<file path="config.mk">
export PLATFORM = sky130hd
export DESIGN_NAME = shutdown_sequencer
export DESIGN_NICKNAME = d
export VERILOG_FILES = /design/src/rtl/shutdown_sequencer.sv
export SDC_FILE = /design/constraint.sdc
export NUM_CORES = 1
export LEC_CHECK = 0
export ABC_AREA = 0
export BUFFER_PORTS_ARGS = -buffer_cell sky130_fd_sc_hd__buf_4
export CAP_MARGIN = 10
export CORE_MARGIN = 4
export CORE_UTILIZATION = 49
export CTS_BUF_LIST = sky130_fd_sc_hd__clkbuf_16
export CTS_CLUSTER_SIZE = 30
export DETAILED_ROUTE_END_ITERATION = 10
export PLACE_DENSITY = 0.68
export SYNTH_ARGS = -nofsm -noshare
export SYNTH_HDL_FRONTEND = slang
export SYNTH_SLANG_ARGS = --single-unit
</file>
<file path="constraint.sdc">
create_clock -name clk -period 3.6 [get_ports clk]
set_input_delay 0.18 -clock clk [delete_from_list [all_inputs] [get_ports clk]]
set_output_delay 0.18 -clock clk [all_outputs]
set_load 0.01 [all_outputs]
</file>
<file path="src/rtl/shutdown_sequencer.sv">
// Rail power-down sequencer: walks rails off highest index first.
// Optional power-good handshake and fault timeout: SHUTDOWN_PG_CHECK_EN.
module shutdown_sequencer #(
  parameter int CLK_HZ         = 24000000,
  parameter int STAGE_DLY_MS   = 10,
  parameter int ACK_TIMEOUT_MS = 50,
  parameter int NUM_RAILS      = 4
) (
  input  logic                 clk,
  input  logic                 rst_n,
  input  logic                 timeout,
  input  logic                 sw_req,
  input  logic [NUM_RAILS-1:0] rail_pg,
  input  logic                 clear,
  output logic [NUM_RAILS-1:0] rail_en,
  output logic                 busy,
  output logic                 done,
  output logic                 fault,
  output logic [1:0]           cause,
  output logic [2:0]           state
);

  localparam int DLY_CNT = (CLK_HZ / 1000) * STAGE_DLY_MS;
  localparam int ACK_CNT = (CLK_HZ / 1000) * ACK_TIMEOUT_MS;
  localparam int CNT_MAX = (DLY_CNT > ACK_CNT) ? DLY_CNT : ACK_CNT;
  localparam int CW      = $clog2(CNT_MAX + 1);
  localparam int IW      = $clog2(NUM_RAILS);

  localparam logic [CW-1:0] DLY_LAST = CW'(DLY_CNT - 1);
  localparam logic [IW-1:0] IDX_TOP  = IW'(NUM_RAILS - 1);

  localparam logic [2:0] S_IDLE    = 3'd0;
  localparam logic [2:0] S_ARM     = 3'd1;
  localparam logic [2:0] S_DISABLE = 3'd2;
  localparam logic [2:0] S_DELAY   = 3'd4;
  localparam logic [2:0] S_OFF     = 3'd5;

`ifdef SHUTDOWN_PG_CHECK_EN
  localparam logic [2:0]    S_WAIT_PG = 3'd3;
  localparam logic [2:0]    S_AFTER_DIS = S_WAIT_PG;
  localparam logic [CW-1:0] ACK_LAST  = CW'(ACK_CNT - 1);
`else
  localparam logic [2:0]    S_AFTER_DIS = S_DELAY;
`endif

  logic [2:0]           r_state;
  logic [IW-1:0]        r_idx;
  logic [CW-1:0]        r_cnt;
  logic [NUM_RAILS-1:0] r_rail_en;
  logic                 r_busy;
  logic                 r_done;
  logic [1:0]           r_cause;
  logic                 r_timeout_d;
  logic                 w_trig_wd;

`ifdef SHUTDOWN_PG_CHECK_EN
  logic                 r_fault;
`endif

  assign w_trig_wd = timeout & ~r_timeout_d;

  always_ff @(posedge clk or negedge rst_n) begin
    if (!rst_n) begin
      r_state     <= S_IDLE;
      r_idx       <= '0;
      r_cnt       <= '0;
      r_rail_en   <= '1;
      r_busy      <= 1'b0;
      r_done      <= 1'b0;
      r_cause     <= 2'b00;
      r_timeout_d <= 1'b0;
`ifdef SHUTDOWN_PG_CHECK_EN
      r_fault     <= 1'b0;
`endif
    end else begin
      r_timeout_d <= timeout;
      case (r_state)
        S_IDLE: begin
          if (w_trig_wd || sw_req) begin
            r_state <= S_ARM;
            r_busy  <= 1'b1;
            r_cause <= w_trig_wd ? 2'b01 : 2'b10;
          end
        end
        S_ARM: begin
          r_idx   <= IDX_TOP;
          r_state <= S_DISABLE;
        end
        S_DISABLE: begin
          r_rail_en[r_idx] <= 1'b0;
          r_cnt            <= '0;
          r_state          <= S_AFTER_DIS;
        end
`ifdef SHUTDOWN_PG_CHECK_EN
        S_WAIT_PG: begin
          if (!rail_pg[r_idx]) begin
            r_cnt   <= '0;
            r_state <= S_DELAY;
          end else if (r_cnt == ACK_LAST) begin
            // a stuck rail is flagged but never stalls the sequence
            r_fault <= 1'b1;
            r_cnt   <= '0;
            r_state <= S_DELAY;
          end else begin
            r_cnt <= r_cnt + 1'b1;
          end
        end
`endif
        S_DELAY: begin
          if (r_cnt == DLY_LAST) begin
            r_cnt <= '0;
            if (r_idx == '0) begin
              r_state <= S_OFF;
              r_busy  <= 1'b0;
              r_done  <= 1'b1;
            end else begin
              r_idx   <= r_idx - 1'b1;
              r_state <= S_DISABLE;
            end
          end else begin
            r_cnt <= r_cnt + 1'b1;
          end
        end
        S_OFF: begin
          r_rail_en <= '0;
          if (clear) begin
            r_state   <= S_IDLE;
            r_rail_en <= '1;
            r_done    <= 1'b0;
            r_cause   <= 2'b00;
          end
        end
        default: r_state <= S_IDLE;
      endcase
    end
  end

  assign rail_en = r_rail_en;
  assign busy    = r_busy;
  assign done    = r_done;
  assign cause   = r_cause;
  assign state   = r_state;

`ifdef SHUTDOWN_PG_CHECK_EN
  assign fault = r_fault;
`else
  // power-good is not consulted; keep the port read so it is not dangling
  assign fault = 1'b0 & (|rail_pg);
`endif

endmodule

</file>
==> results.json, run 1 <==
{
  "drt_first_pass_iters": 4,
  "synth.yosys.seq_area_share": 0.437,
  "timing.slew.headroom": 0.514,
  "gpl.final_weighted_congestion": 0.738,
  "drc": 0,
  "stdcell_count": 287,
  "number_of_hold_violations_in_the_final_report": 0,
  "post_synth_inst_count": 221,
  "hold_path.startpoint": "timeout",
  "r2r_slack_ns": 1.54,
  "final_core_util": 0.579,
  "yosysWarnings": 0,
  "route.antenna.remaining_nets": 0,
  "timing_worst_slew_pin_value_ns": 0.728,
  "place.detailed.hpwl_mm": 2.78,
  "synth.net_count": 235,
  "ff_latch_area_um2": 881,
  "startpoint_class_of_the_critical_path": "flop",
  "placed_cell_area_mm2": 0.00214,
  "finish.net_count": 250,
  "critPathKind": "reg2reg",
  "post_drt_wl_per_cell_um": 14.4,
  "wl_mm": 4.12,
  "whs_path_depth": 1,
  "place.detailed.instances": 278,
  "synth_top_area_cell": "dfrtp_1",
  "floorplan.core_area_mm2": 0.00400,
  "min-delay-path-class": "in2reg",
  "min_to": "r_timeout_d$_DFF_PN0_",
  "setup_viol_count_final": 0,
  "area_delta_synth_final_pct": 15.0,
  "clkSlewWorstSetupHoldPaths_ns": 0.06,
  "async_flop_share": 1.00,
  "flip_flop_and_latch_count_after_synthesis": 35,
  "yosys.cell_types.count": 48,
  "cts_resizes": 0,
  "setup_repair_after_global_routing_missed_its_margin": "false",
  "synth_top_cells_by_area": "dfrtp_1 (39%), dfstp_2 (5.2%), a21oi_1 (4.7%)",
  "post_synth_instance_area_mm2": 0.00201,
  "num_antenna_cells": 0,
  "worst-r2r-cell-count": 5,
  "multi_input_area_mm2": 0.00103,
  "post-route-min-period_ns": 2.06,
  "numCtsBuffers": 5,
  "status": "finished clean",
  "final.fill_count": 363,
  "cts_num_sinks": 35,
  "std_cell_rows": 23,
  "via_per_inst": 5.73,
  "grt_first_pass_wirelength_mm": 7.38,
  "netlist.area_leader.share": 0.385,
  "antenna_found_initial": 0,
  "arrival_ns": 2.25,
  "ctsRootBufferMaster": "clkbuf_16",
  "leakagePower_nw": 1.03,
  "endpoint_kind": "flop",
  "htreeDepth": 2,
  "layout-drive-gt1-share": 0.169,
  "detail_route.iter0.violations": 113,
  "clock_latency_ns": 0.28,
  "netlist_top_cells_count": "dfrtp_1 (31), nand2_1 (23), a21oi_1 (19)",
  "largest_net_degree_at_the_start_of_global_routing": 36,
  "r2r_start": "state[2]$_DFFE_PN0P_",
  "fmax_ghz": 0.485,
  "synth_edf_count": 0,
  "reg2reg_to": "r_cnt[15]$_DFFE_PN0P_",
  "initial_standard_cell_utilization_of_the_core": 0.504,
  "die_height_um": 72.1,
  "cts_buffer_depth": 2,
  "slew_violations": 0,
  "max_cap_violations": 0,
  "final_design_area_no_fill_mm2": 0.00232,
  "synthMostInstantiatedCell": "dfrtp_1",
  "synthesized_area_divided_by_synthesized_cell_count_um2": 9.12,
  "grt_overflow_total": 0,
  "die_area_mm2": 0.00520,
  "grt_pass1_vias": 1615,
  "via_count": 1645,
  "number_of_top_level_design_ports": 21,
  "buffer_ports.inserted": 15,
  "ratio_of_final_minimum_period_to_clock_period": 0.572,
  "critPathRequiredTime_ns": 3.79,
  "worstPathMaxFanout": 23,
  "cts_tree": "done",
  "vdd_drop_max_mv": 0.191,
  "final_layout_setup_total_negative_slack_ns": 0,
  "die_x_um": 72.1,
  "clock_skew_ns": 0.00295,
  "power_density_mw_per_mm2": 387,
  "postSynth.topFlopCell": "dfrtp_1",
  "grt_use_total": 0.179
}
## layer usage
| layer | routed length, µm | GRT usage | up-vias |
|---|---|---|---|
| li1 | - | - | 820 |
| met1 | 2000 | 0.229 | 783 |
| met2 | 1870 | 0.292 | 37 |
| met3 | 203 | 0.0485 | 5 |
| met4 | 42 | 0.0585 | 0 |
| met5 | 0 | 0 | - |
## logic make-up after synthesis
family	after synthesis	synth area share
adders and majority gates	5	0.0311
AOI/OAI and AO/OA	57	0.175
buffers and inverters	23	0.0534
other	1	0.00186
and+or+nand+nor	94	0.272
DFF	35	0.437
muxes	6	0.0298
## repair_timing
| action | in CTS | in global routing |
|---|---|---|
| setup buffers | 0 | 0 |
| hold endpoints to repair | 31 | 0 |
| hold buffers | 1 | 0 |
## power by group
part	switching, W	internal [W]	total (W)	leakage (nW)
Clock	0.000162	0.000326	0.000488	0.0838
Combinational	0.00000982	0.00000394	0.0000138	0.498
Sequential	0.000000157	0.000394	0.000395	0.448
## final cells by class
class                   instances  area share
multi-input cells             163       0.443
flip-flops and latches         35       0.380
clock buffers                   5      0.0540
repair buffers                 16      0.0529
well taps                      50      0.0270
inverters                      15      0.0243
clock inverters                 3      0.0189
## how the worst max path moves through the flow
stage,end,depth (start not counted),slack (ns),from
after floorplan,r_cnt[5]$_DFFE_PN0P_,5,1.94,r_cnt[18]$_DFFE_PN0P_
after global placement,r_cnt[15]$_DFFE_PN0P_,5,1.61,state[2]$_DFFE_PN0P_
after detailed placement,r_cnt[7]$_DFFE_PN0P_,5,1.59,state[2]$_DFFE_PN0P_
after CTS,r_cnt[15]$_DFFE_PN0P_,5,1.54,state[2]$_DFFE_PN0P_
after global routing,r_cnt[15]$_DFFE_PN0P_,5,1.34,state[2]$_DFFE_PN0P_
final,r_cnt[15]$_DFFE_PN0P_,5,1.54,state[2]$_DFFE_PN0P_
## flip-flops by register name (all words and copies together), names as in the netlist
register,count
busy,1
r_timeout_d,1
rail_en,4
r_cnt,21
done,1
r_idx,2
state,3
cause,2
## worst max-delay path: stages, from the launching register on
cell and delay [ns]:
dfrtp_1 0.63, nand2b_1 0.25, nor2_4 0.27, o21a_2 0.50, a21oi_1 0.13, o21ai_0 0.19
## placed cells by master (no fill, tap or decap), types with 6 or more instances in the layout
master	n
dfrtp_1	31
nand2_1	23
a21oi_1	19
nor2_1	17
inv_1	15
buf_4	15
o21ai_0	14
nand3_1	12
mux2i_1	6
nor3_1	6
or3_1	6
## stage by stage
step	total power, W	setup WS (ns)	hold WS, ns
global placement	0.000415	1.61	0.165
floorplan	0.000404	1.94	-0.116
CTS	0.000908	1.54	0.00887
finish	0.000897	1.54	0.0145
detailed placement	0.000415	1.59	0.163
global route	0.000925	1.34	0.0125
(Power assumes the default switching activity.)
==> run 2: changes to the inputs <==
- clock period: 3.6 -> 2 ns (I/O delays scaled with it)
==> results.json, run 2 (synthesis results as in run 1) <==
{
  "max_cap_violations": 0,
  "route.antenna.remaining_nets": 0,
  "antenna_found_initial": 0,
  "clock_skew_ns": 0.00433,
  "place.detailed.instances": 287,
  "flip_flop_count_of_the_largest_register_after_layout": 21,
  "via_per_inst": 5.66,
  "drt_first_pass_iters": 4,
  "endpoint_kind": "flop",
  "worstPathMaxFanout": 23,
  "startpoint_class_of_the_critical_path": "flop",
  "max_flop_register": "r_cnt",
  "drc": 0,
  "clkSlewWorstSetupHoldPaths_ns": 0.06,
  "std_cell_rows": 23,
  "area_delta_synth_final_pct": 19.7,
  "number_of_top_level_design_ports": 21,
  "cts_num_sinks": 35,
  "die_x_um": 72.1,
  "stdcell_count": 299,
  "via_count": 1691,
  "number_of_hold_violations_in_the_final_report": 0,
  "post_drt_wl_per_cell_um": 14.2,
  "die_area_mm2": 0.00520,
  "layout_setup_ws_ns": 0.133,
  "arrival_ns": 2.03,
  "fmax_ghz": 0.536,
  "floorplan.core_area_mm2": 0.00400,
  "most_common_cell_after_layout_fill_and_taps_aside": "dfrtp_1",
  "layout_common_cells": "dfrtp_1 (31), buf_4 (26), nand2_1 (23), a21oi_1 (19), nor2_1 (17)",
  "cts_buffer_depth": 2,
  "cts_tree": "done",
  "setup_viol_count_final": 0,
  "detailedPlace.worstSlack_ns": 0.0809,
  "final_design_area_no_fill_mm2": 0.00241,
  "numCtsBuffers": 5,
  "htreeDepth": 2,
  "ratio_of_final_minimum_period_to_clock_period": 0.933,
  "buffer_ports.inserted": 15,
  "min-delay-path-class": "in2reg",
  "final_core_util": 0.603,
  "leakagePower_nw": 1.09,
  "vdd_drop_max_mv": 0.402,
  "detail_route.iter0.violations": 116,
  "status": "finished clean",
  "final_layout_setup_total_negative_slack_ns": 0,
  "initial_standard_cell_utilization_of_the_core": 0.504,
  "layout-drive-gt1-share": 0.201,
  "slew_violations": 0,
  "largest_net_degree_at_the_start_of_global_routing": 36,
  "ctsRootBufferMaster": "clkbuf_16",
  "critPathKind": "reg2reg",
  "power_density_mw_per_mm2": 666,
  "grt_use_total": 0.185,
  "place.detailed.hpwl_mm": 2.84,
  "placed_cell_area_mm2": 0.00221,
  "grt_first_pass_wirelength_mm": 7.53,
  "gpl.final_weighted_congestion": 0.780,
  "grt_pass1_vias": 1598,
  "die_height_um": 72.1,
  "num_antenna_cells": 0,
  "wl_mm": 4.25,
  "clock_latency_ns": 0.28,
  "grt_overflow_total": 0,
  "r2r_slack_ns": 0.13,
  "post-route-min-period_ns": 1.87,
  "finish.net_count": 262,
  "critPathRequiredTime_ns": 2.17
}
run 2: cell types whose count changed in the layout (fill, tap and decap cells not counted):
| cell | previous run | this run |
|---|---|---|
| buf_4 | 15 | 26 |
| clkinv_1 | 0 | 1 |
| clkinv_4 | 1 | 0 |
| dlygate4sd3_1 | 1 | 2 |
| o21a_2 | 1 | 0 |
| o21a_4 | 0 | 1 |
run 2: what timing repair did:
item,CTS,global route
setup endpoints to repair,0,11
setup buffers,0,2
endpoints found under the hold margin,32,0
gates resized for setup,0,1
hold buffers,2,0
run 2: worst paths after layout:
kind | start | to | cells after the start
worst max-delay path | r_cnt[0]$_DFFE_PN0P_ | r_cnt[17]$_DFFE_PN0P_ | 6
worst min-delay path | sw_req | cause[0]$_DFFE_PN0P_ | 4
worst max register to register | r_cnt[0]$_DFFE_PN0P_ | r_cnt[17]$_DFFE_PN0P_ | 6
worst min register to register | r_cnt[17]$_DFFE_PN0P_ | r_cnt[17]$_DFFE_PN0P_ | 1
max in group asynchronous | rst_n | rail_en[1]$_DFFE_PN1P_ | 2
min in group asynchronous | rst_n | r_timeout_d$_DFF_PN0_ | 2
run 2: where the power goes:
part,internal (W),switching (W),total [W]
Combinational,0.00000837,0.0000188,0.0000272
Clock,0.000581,0.000288,0.000868
Sequential,0.000710,0.000000280,0.000710
run 2: cell type report:
class | count | area, µm²
fill | 348 | 1590
multi-input combinational | 163 | 1030
sequential | 35 | 881
timing repair buffer | 28 | 215
clock buffer | 5 | 125
tap | 50 | 62.6
inverter | 15 | 56.3
clock inverter | 3 | 38.8
run 2: routing by layer:
| metal | vias up | global-route usage | wire, µm | part of all wire |
|---|---|---|---|---|
| met3 | 7 | 0.0485 | 254 | 0.060 |
| met5 | - | 0 | 0 | 0 |
| met2 | 39 | 0.285 | 1930 | 0.45 |
| li1 | 850 | - | - | - |
| met4 | 0 | 0.0814 | 69 | 0.016 |
| met1 | 795 | 0.244 | 2000 | 0.47 |
run 2: worst max-delay path: stages, from the launching register on:
cell	delay (ns)
dfrtp_1	0.39
ha_1	0.22
nand2_1	0.14
nand4b_1	0.30
o21a_4	0.36
a21o_1	0.18
a21o_1	0.16
run 2: through the flow:
step           hold WS, ns  power (W)
6_report             0.108    0.00161
5_1_grt              0.143    0.00166
4_1_cts              0.107    0.00163
3_3_place_gp        0.0822   0.000747
2_1_floorplan       -0.196   0.000726
3_5_place_dp        0.0854   0.000748
